==> src/rtl/pdm_pkg.sv <==
// Shared definitions for the PDM frame sender: framer states and header layout.
package pdm_pkg;

  typedef enum logic [2:0] {
    IDLE,
    SEQ_HI,
    SEQ_LO,
    FLAGS,
    PAYLOAD
  } framer_state_t;

  localparam int SEQ_W           = 16;
  localparam int FLAGS_W         = 8;
  localparam int FLAGS_OVF_BIT   = 7;
  localparam int FLAGS_LINES_LSB = 0;
  localparam int FLAGS_LINES_W   = 4;

  function automatic logic [FLAGS_W-1:0] make_flags(input logic ovf, input int lines);
    logic [FLAGS_W-1:0] f;
    f = '0;
    f[FLAGS_OVF_BIT] = ovf;
    f[FLAGS_LINES_LSB +: FLAGS_LINES_W] = FLAGS_LINES_W'($clog2(lines));
    return f;
  endfunction

endpackage

==> src/rtl/pdm_frame_sender_fifo.sv <==
// Byte FIFO with RAM-style storage and a registered read port (data appears 1 clk after pop).
module byte_fifo #(
  parameter int DEPTH = 256,
  parameter int AW    = $clog2(DEPTH)
) (
  input  logic          clk,
  input  logic          rst,
  input  logic          push,
  input  logic [7:0]    wr_data,
  input  logic          pop,
  output logic [7:0]    rd_data,
  output logic          full,
  output logic          empty,
  output logic [AW:0]   count
);

  localparam int CW = AW + 1;

  logic [7:0]    mem [DEPTH];
  logic [AW-1:0] wr_ptr_reg;
  logic [AW-1:0] rd_ptr_reg;
  logic [AW:0]   count_reg;
  logic [7:0]    rd_data_reg;
  logic          wr_en;
  logic          rd_en;

  assign full  = (count_reg == CW'(DEPTH));
  assign empty = (count_reg == '0);
  // A pop frees the slot in the same cycle, so a push into a full FIFO is still taken.
  assign rd_en = pop && !empty;
  assign wr_en = push && (!full || rd_en);

  always_ff @(posedge clk) begin
    if (wr_en) mem[wr_ptr_reg] <= wr_data;
  end

  always_ff @(posedge clk or posedge rst) begin
    if (rst) begin
      wr_ptr_reg  <= '0;
      rd_ptr_reg  <= '0;
      count_reg   <= '0;
      rd_data_reg <= '0;
    end else begin
      if (wr_en) wr_ptr_reg <= wr_ptr_reg + 1'b1;
      if (rd_en) begin
        rd_ptr_reg  <= rd_ptr_reg + 1'b1;
        rd_data_reg <= mem[rd_ptr_reg];
      end
      if (wr_en && !rd_en) count_reg <= count_reg + 1'b1;
      else if (!wr_en && rd_en) count_reg <= count_reg - 1'b1;
    end
  end

  assign rd_data = rd_data_reg;
  assign count   = count_reg;

endmodule

==> src/rtl/pdm_frame_sender.sv <==
// Multi-line PDM capture: divider, bit packer, byte FIFO and header framer on a valid/ready byte stream.
module pdm_frame_sender
  import pdm_pkg::*;
#(
  parameter int               LINES         = 1,
  parameter int               PDM_DIV       = 25,
  parameter int               PAYLOAD_BYTES = 64,
  parameter int               FIFO_DEPTH    = 256,
  parameter logic [SEQ_W-1:0] SEQ_INIT      = '0
) (
  input  logic             clk,
  input  logic             rst,
  input  logic             enable,
  output logic             au_pdm_clk,
  input  logic [LINES-1:0] au_pdm_data,
  output logic [7:0]       tx_data,
  output logic             tx_valid,
  input  logic             tx_ready,
  output logic             tx_first,
  output logic             tx_last,
  output logic [7:0]       overflow_cnt,
  output logic             debug
);

  localparam int CAPS  = 8 / LINES;
  localparam int DIV_W = $clog2(PDM_DIV);
  localparam int AW    = $clog2(FIFO_DEPTH);
  localparam int CNT_W = AW + 1;
  localparam int REM_W = $clog2(PAYLOAD_BYTES + 1);

  logic [DIV_W-1:0] div_cnt_reg;
  logic             pdm_clk_reg;
  logic [3:0]       cap_cnt_reg;
  logic [7:0]       shift_reg;
  logic [7:0]       byte_reg;
  logic             push_reg;
  logic             half_end;
  logic [LINES-1:0] cap_bits;
  logic [7+LINES:0] shift_cat;
  logic [7:0]       shift_next;

  genvar gi;
  generate
    for (gi = 0; gi < LINES; gi++) begin : g_cap
      assign cap_bits[LINES-1-gi] = au_pdm_data[gi];
    end
  endgenerate

  assign half_end   = enable && (div_cnt_reg == DIV_W'(PDM_DIV - 1));
  assign shift_cat  = {shift_reg, cap_bits};
  assign shift_next = shift_cat[7:0];

  // Each half-period ends with a capture; which phase it was only labels the channel (A/B).
  always_ff @(posedge clk or posedge rst) begin
    if (rst) begin
      div_cnt_reg <= '0;
      pdm_clk_reg <= 1'b0;
      cap_cnt_reg <= '0;
      shift_reg   <= '0;
      byte_reg    <= '0;
      push_reg    <= 1'b0;
    end else begin
      push_reg <= 1'b0;
      if (!enable) begin
        div_cnt_reg <= '0;
        pdm_clk_reg <= 1'b0;
        cap_cnt_reg <= '0;
        shift_reg   <= '0;
      end else if (half_end) begin
        div_cnt_reg <= '0;
        pdm_clk_reg <= ~pdm_clk_reg;
        shift_reg   <= shift_next;
        if (cap_cnt_reg == 4'(CAPS - 1)) begin
          cap_cnt_reg <= '0;
          byte_reg    <= shift_next;
          push_reg    <= 1'b1;
        end else begin
          cap_cnt_reg <= cap_cnt_reg + 4'd1;
        end
      end else begin
        div_cnt_reg <= div_cnt_reg + 1'b1;
      end
    end
  end

  logic [7:0]       fifo_rd_data;
  logic             fifo_full;
  logic             fifo_empty;
  logic [CNT_W-1:0] fifo_count;
  logic             pop_req;
  logic             fifo_pop;
  logic             drop;

  assign fifo_pop = pop_req && !fifo_empty;
  assign drop     = push_reg && fifo_full && !fifo_pop;

  byte_fifo #(.DEPTH(FIFO_DEPTH)) u_fifo (
    .clk     (clk),
    .rst     (rst),
    .push    (push_reg),
    .wr_data (byte_reg),
    .pop     (fifo_pop),
    .rd_data (fifo_rd_data),
    .full    (fifo_full),
    .empty   (fifo_empty),
    .count   (fifo_count)
  );

  framer_state_t    state_reg, state_next;
  logic [SEQ_W-1:0] seq_reg, seq_next;
  logic [REM_W-1:0] rem_reg, rem_next;
  logic [7:0]       tx_data_reg, tx_data_next;
  logic             tx_valid_reg, tx_valid_next;
  logic             tx_first_reg, tx_first_next;
  logic             tx_last_reg, tx_last_next;
  logic             ovf_reg;
  logic             ovf_clear;
  logic [7:0]       overflow_cnt_reg;
  logic             xfer;

  assign xfer = tx_valid_reg && tx_ready;

  // tx_data is the output register; fifo_rd_data is always prefetched one byte ahead of it.
  always_comb begin
    state_next    = state_reg;
    seq_next      = seq_reg;
    rem_next      = rem_reg;
    tx_data_next  = tx_data_reg;
    tx_valid_next = tx_valid_reg;
    tx_first_next = tx_first_reg;
    tx_last_next  = tx_last_reg;
    pop_req       = 1'b0;
    ovf_clear     = 1'b0;
    case (state_reg)
      IDLE: if (fifo_count >= CNT_W'(PAYLOAD_BYTES)) begin
        state_next    = SEQ_HI;
        tx_data_next  = seq_reg[15:8];
        tx_valid_next = 1'b1;
        tx_first_next = 1'b1;
        tx_last_next  = 1'b0;
      end
      SEQ_HI: if (xfer) begin
        state_next    = SEQ_LO;
        tx_data_next  = seq_reg[7:0];
        tx_first_next = 1'b0;
      end
      SEQ_LO: if (xfer) begin
        state_next   = FLAGS;
        tx_data_next = make_flags(ovf_reg, LINES);
        pop_req      = 1'b1;
      end
      FLAGS: if (xfer) begin
        state_next   = PAYLOAD;
        tx_data_next = fifo_rd_data;
        tx_last_next = (PAYLOAD_BYTES == 1);
        rem_next     = REM_W'(PAYLOAD_BYTES - 1);
        pop_req      = (PAYLOAD_BYTES > 1);
        // Only clear what the header reported; a later drop stays pending for the next frame.
        ovf_clear    = tx_data_reg[FLAGS_OVF_BIT];
      end
      PAYLOAD: if (xfer) begin
        if (tx_last_reg) begin
          state_next    = IDLE;
          tx_valid_next = 1'b0;
          tx_last_next  = 1'b0;
          tx_data_next  = '0;
          seq_next      = seq_reg + 16'd1;
        end else begin
          tx_data_next = fifo_rd_data;
          tx_last_next = (rem_reg == REM_W'(1));
          rem_next     = rem_reg - REM_W'(1);
          pop_req      = (rem_reg > REM_W'(1));
        end
      end
      default: state_next = IDLE;
    endcase
  end

  always_ff @(posedge clk or posedge rst) begin
    if (rst) begin
      state_reg        <= IDLE;
      seq_reg          <= SEQ_INIT;
      rem_reg          <= '0;
      tx_data_reg      <= '0;
      tx_valid_reg     <= 1'b0;
      tx_first_reg     <= 1'b0;
      tx_last_reg      <= 1'b0;
      ovf_reg          <= 1'b0;
      overflow_cnt_reg <= '0;
    end else begin
      state_reg    <= state_next;
      seq_reg      <= seq_next;
      rem_reg      <= rem_next;
      tx_data_reg  <= tx_data_next;
      tx_valid_reg <= tx_valid_next;
      tx_first_reg <= tx_first_next;
      tx_last_reg  <= tx_last_next;
      if (drop) ovf_reg <= 1'b1;
      else if (ovf_clear) ovf_reg <= 1'b0;
      if (drop && overflow_cnt_reg != 8'hFF) overflow_cnt_reg <= overflow_cnt_reg + 8'd1;
    end
  end

  assign au_pdm_clk   = pdm_clk_reg;
  assign tx_data      = tx_data_reg;
  assign tx_valid     = tx_valid_reg;
  assign tx_first     = tx_first_reg;
  assign tx_last      = tx_last_reg;
  assign overflow_cnt = overflow_cnt_reg;
  assign debug        = (state_reg != IDLE);

endmodule

==> config.mk <==
export PLATFORM = sky130hd
export DESIGN_NAME = pdm_frame_sender
export DESIGN_NICKNAME = d
export VERILOG_FILES = /design/src/rtl/pdm_pkg.sv /design/src/rtl/pdm_frame_sender_fifo.sv /design/src/rtl/pdm_frame_sender.sv
export SDC_FILE = /design/constraint.sdc
export NUM_CORES = 2
export LEC_CHECK = 0
export BUFFER_PORTS_ARGS = -buffer_cell sky130_fd_sc_hd__buf_2
export CAP_MARGIN = 10
export CORE_MARGIN = 4
export CORE_UTILIZATION = 45
export DETAILED_ROUTE_END_ITERATION = 6
export GPL_ROUTABILITY_DRIVEN = 0
export GPL_TIMING_DRIVEN = 1
export SYNTH_ARGS = -nofsm -noshare
export SYNTH_HDL_FRONTEND = slang
export SYNTH_SLANG_ARGS = --single-unit
==> constraint.sdc <==
create_clock -name clk -period 10.35 [get_ports clk]
set_input_delay 2.07 -clock clk [delete_from_list [all_inputs] [get_ports clk]]
set_output_delay 2.07 -clock clk [all_outputs]
set_load 0.02 [all_outputs]
==> metrics.txt <==
Clk pwr share 45.1%; vias per cell 6.23; EDFF count, synth 2,048; initial antenna violation count 10; # IOs 26; multiplexer share of the synthesized area 15.1%; syn nets 4,129; ratio of cells with drive above 1 in the final layout 22.6%; # Post-CTS Setup Buffers 0; max-slew violations 0; VDD IR-drop max 164 uV; WL final 230,000 um; cts repair resizes 0; Routed WL per cell 33.6 um; area grow syn2layout 11.8%; largest area contributor in the netlist edfxtp_1; Pleak 0.0325 uW; Die Y-Extent 440 um; post-synthesis sequential area ratio 76.2%; Post-DP Area 87,100 um2; Worst EP required 11.10 ns; nets@finish 4,220; post-route cell area 94,000 um2; CTS buffer count 211; Synth Instances 4,103; Initial Util 45.3%; vias in the first global route 42,400; top cell type's share of synthesized area 73.1%; TritonRoute pass-1 iters 6; setup TNS 0 ns; Period Utilization, post-route 49.0%; combinational fraction of design power 0.1%; Setup Skew 0.0267 ns; Pint 13,900 uW; crit path max fanout 23; status finished, final reports clean; startpoint types primary input; first-pass GRT wire length 327,000 um; met2 routed WL 108,000 um; pwr dens 182 nW/um2; Residual DRC 0; Fin. Hold Viols 0; worst-margin pin slew 1.26 ns; hold_buf cts 0; via count 42,700; synthesized-area fraction occupied by adder cells 0.321%; sequential share of power 54.8%; CTS tree built; total grt overflow 0; fmax 197 MHz; Synth area leaders edfxtp_1 (73%), mux4_2 (13%), dfrtp_1 (3.1%); Routed met3 length 21,500 um; crit path DAT 5.83 ns; Final min period 5.08 ns; largest family of logic cells by synthesized area multiplexers; Synth Cell Area 84,100 um2; Crit. End Element flop; post-synthesis compound-gate area fraction 3.28%; Post-Synth Simple-Gate Area 3.04%; Sw Ratio 19.2%; max reg flops 2,048; Antenna Violating Nets Remaining 0; # rows 158; top sig layer met5; Min-Delay Path Class flop to flop; Synth Flop Type edfxtp_1; Synth Register Bits 2,153; CTS H-tree lvls 4; largest net degree at the start of global routing 161; Syn Area/Cell 20.5 um2; max_cap viols 0; Worst-path clk slew 0.06 ns; total clock sinks 2,153; CTS max path bufs 3; final setup vio count 0; Starting DRT DRC Count 5,441; Chip Width 440 um; Switching Power 3280 uW; asr flop ratio synth 4.88%; unrepaired setup endpoints after global routing no; root buffer cell clkbuf_16; core area 186,000 um2; max_slew headroom 15.7%; Final HPWL DP 138,000 um; worst skew pair latency 0.85 ns; Ys Warns 0; GRT Total Usage 23.7%; Synth cell types 67; CP Class primary input to flop; port buffer count 25; Post-Synth XOR/XNOR Area 0.500%; Die Area 194,000 um2; met1 wire length 93,700 um
cell usage after synthesis, types with 12 or more instances:
cell type  count
nand3_2       12
xnor2_1       42
inv_1         22
nor3_1        21
clkbuf_1     112
nor2_1       318
edfxtp_1    2048
mux2_2        18
nor2b_1       19
a221oi_1      24
dfrtp_1      105
buf_4         33
mux2i_1      122
o22ai_1       27
buf_1         25
a211oi_1      18
buf_2         56
mux4_2       502
a22o_1        12
a22oi_1       78
a21oi_1       73
buf_6         12
nand2_1      108
a31oi_1       16
nand3_1       38
nand4_1       12
o21ai_0       53
ha_1          20
cell type report:
type                       instances  area (um2)
fill                           14600       91600
sequential                      2153       64200
multi-input combinational       1688       18800
clock buffer                     269        5620
tap                             2480        3100
clock inverter                   121        1310
timing repair buffer             116         908
inverter                          24        93.8
antenna                            3        7.51
logic make-up (layout without fill, tap and decap cells):
kind of cell,after synthesis,count (layout)
flops,2153,2153
mux,642,642
simple gates,580,580
compound gates,397,397
buf+inv,262,530
xor+xnor,48,48
fa+ha+maj,21,21
other cells,0,3
worst max-delay path: stages:
cell      delay, ns
buf_2          0.10
and2_1         0.27
o21ai_1        0.19
a21boi_4       0.83
ha_1           0.34
inv_1          0.16
fa_1           0.44
a21o_1         0.18
a21oi_1        0.24
o21bai_1       0.12
a2111o_1       0.43
and3_1         0.17
o21bai_1       0.16
xnor2_1        0.13
power by group through the flow:
stage	clock network [uW]	logic (uW)	registers, uW
after floorplan	0	10.1	9580
final	7730	14.8	9390
after detailed placement	0	15.7	9580
after global placement	0	15.6	9580
after CTS	7840	15.8	9390
after global routing	8220	17.7	9390
routing by layer:
layer	up-vias	GRT usage, %
met3	366	5.36
met1	22900	34.2
met5	-	0
li1	17200	-
met4	8	7.35
met2	2275	36.4
worst paths after layout:
path	depth (start not counted)	to	slack, ns	start
min	1	seq_reg[15]$_DFFE_PP0P_	0.48	seq_reg[15]$_DFFE_PP0P_
min in group asynchronous	2	shift_reg[5]$_DFFE_PP0P_	1.24	rst
max in group asynchronous	3	u_fifo.rd_ptr_reg[1]$_DFFE_PP0P_	7.66	rst
max	14	u_fifo.count[8]$_DFFE_PP0P_	5.27	tx_ready
min reg2reg	1	seq_reg[15]$_DFFE_PP0P_	0.48	seq_reg[15]$_DFFE_PP0P_
max reg2reg	9	u_fifo.rd_data[0]$_DFFE_PP0P_	5.34	u_fifo.rd_ptr_reg[2]$_DFFE_PP0P_
cells in the final DEF, fill, tap and decap left out, types with 11 or more instances in the layout:
cell and instances:
dfrtp_4 12, buf_2 25, nor2b_1 15, mux4_2 502, bufinv_16 25, clkbuf_16 215
mux2i_1 122, nand2_1 108, a22o_1 12, nand3_2 17, and2_1 11, nand3_1 33
dfrtp_1 91, clkinv_2 34, and3_1 11, nor3_1 21, clkinv_1 39, o22ai_1 27
a31oi_1 16, a211oi_1 18, a21oi_1 73, a221oi_1 24, buf_4 83, edfxtp_1 2048
ha_1 20, a22oi_1 78, o21ai_0 53, nor2_1 317, clkbuf_1 50, xnor2_1 42
mux2_2 18, inv_1 21, o211ai_1 11, nand4_1 12
stage by stage:
stage               setup WS [ns]  total power, uW  util [%]  hold WS [ns]  std cells
floorplan                    5.33             9590         -         0.446       4103
global placement             4.39             9590      46.9         0.472       6461
detailed placement           4.44             9590      46.9         0.470       6461
CTS                          5.32            17200      50.6         0.481       6851
global route                 5.04            17600      50.6         0.510       6851
finish                       5.27            17100      50.6         0.481       6854
(Power assumes the default switching activity.)
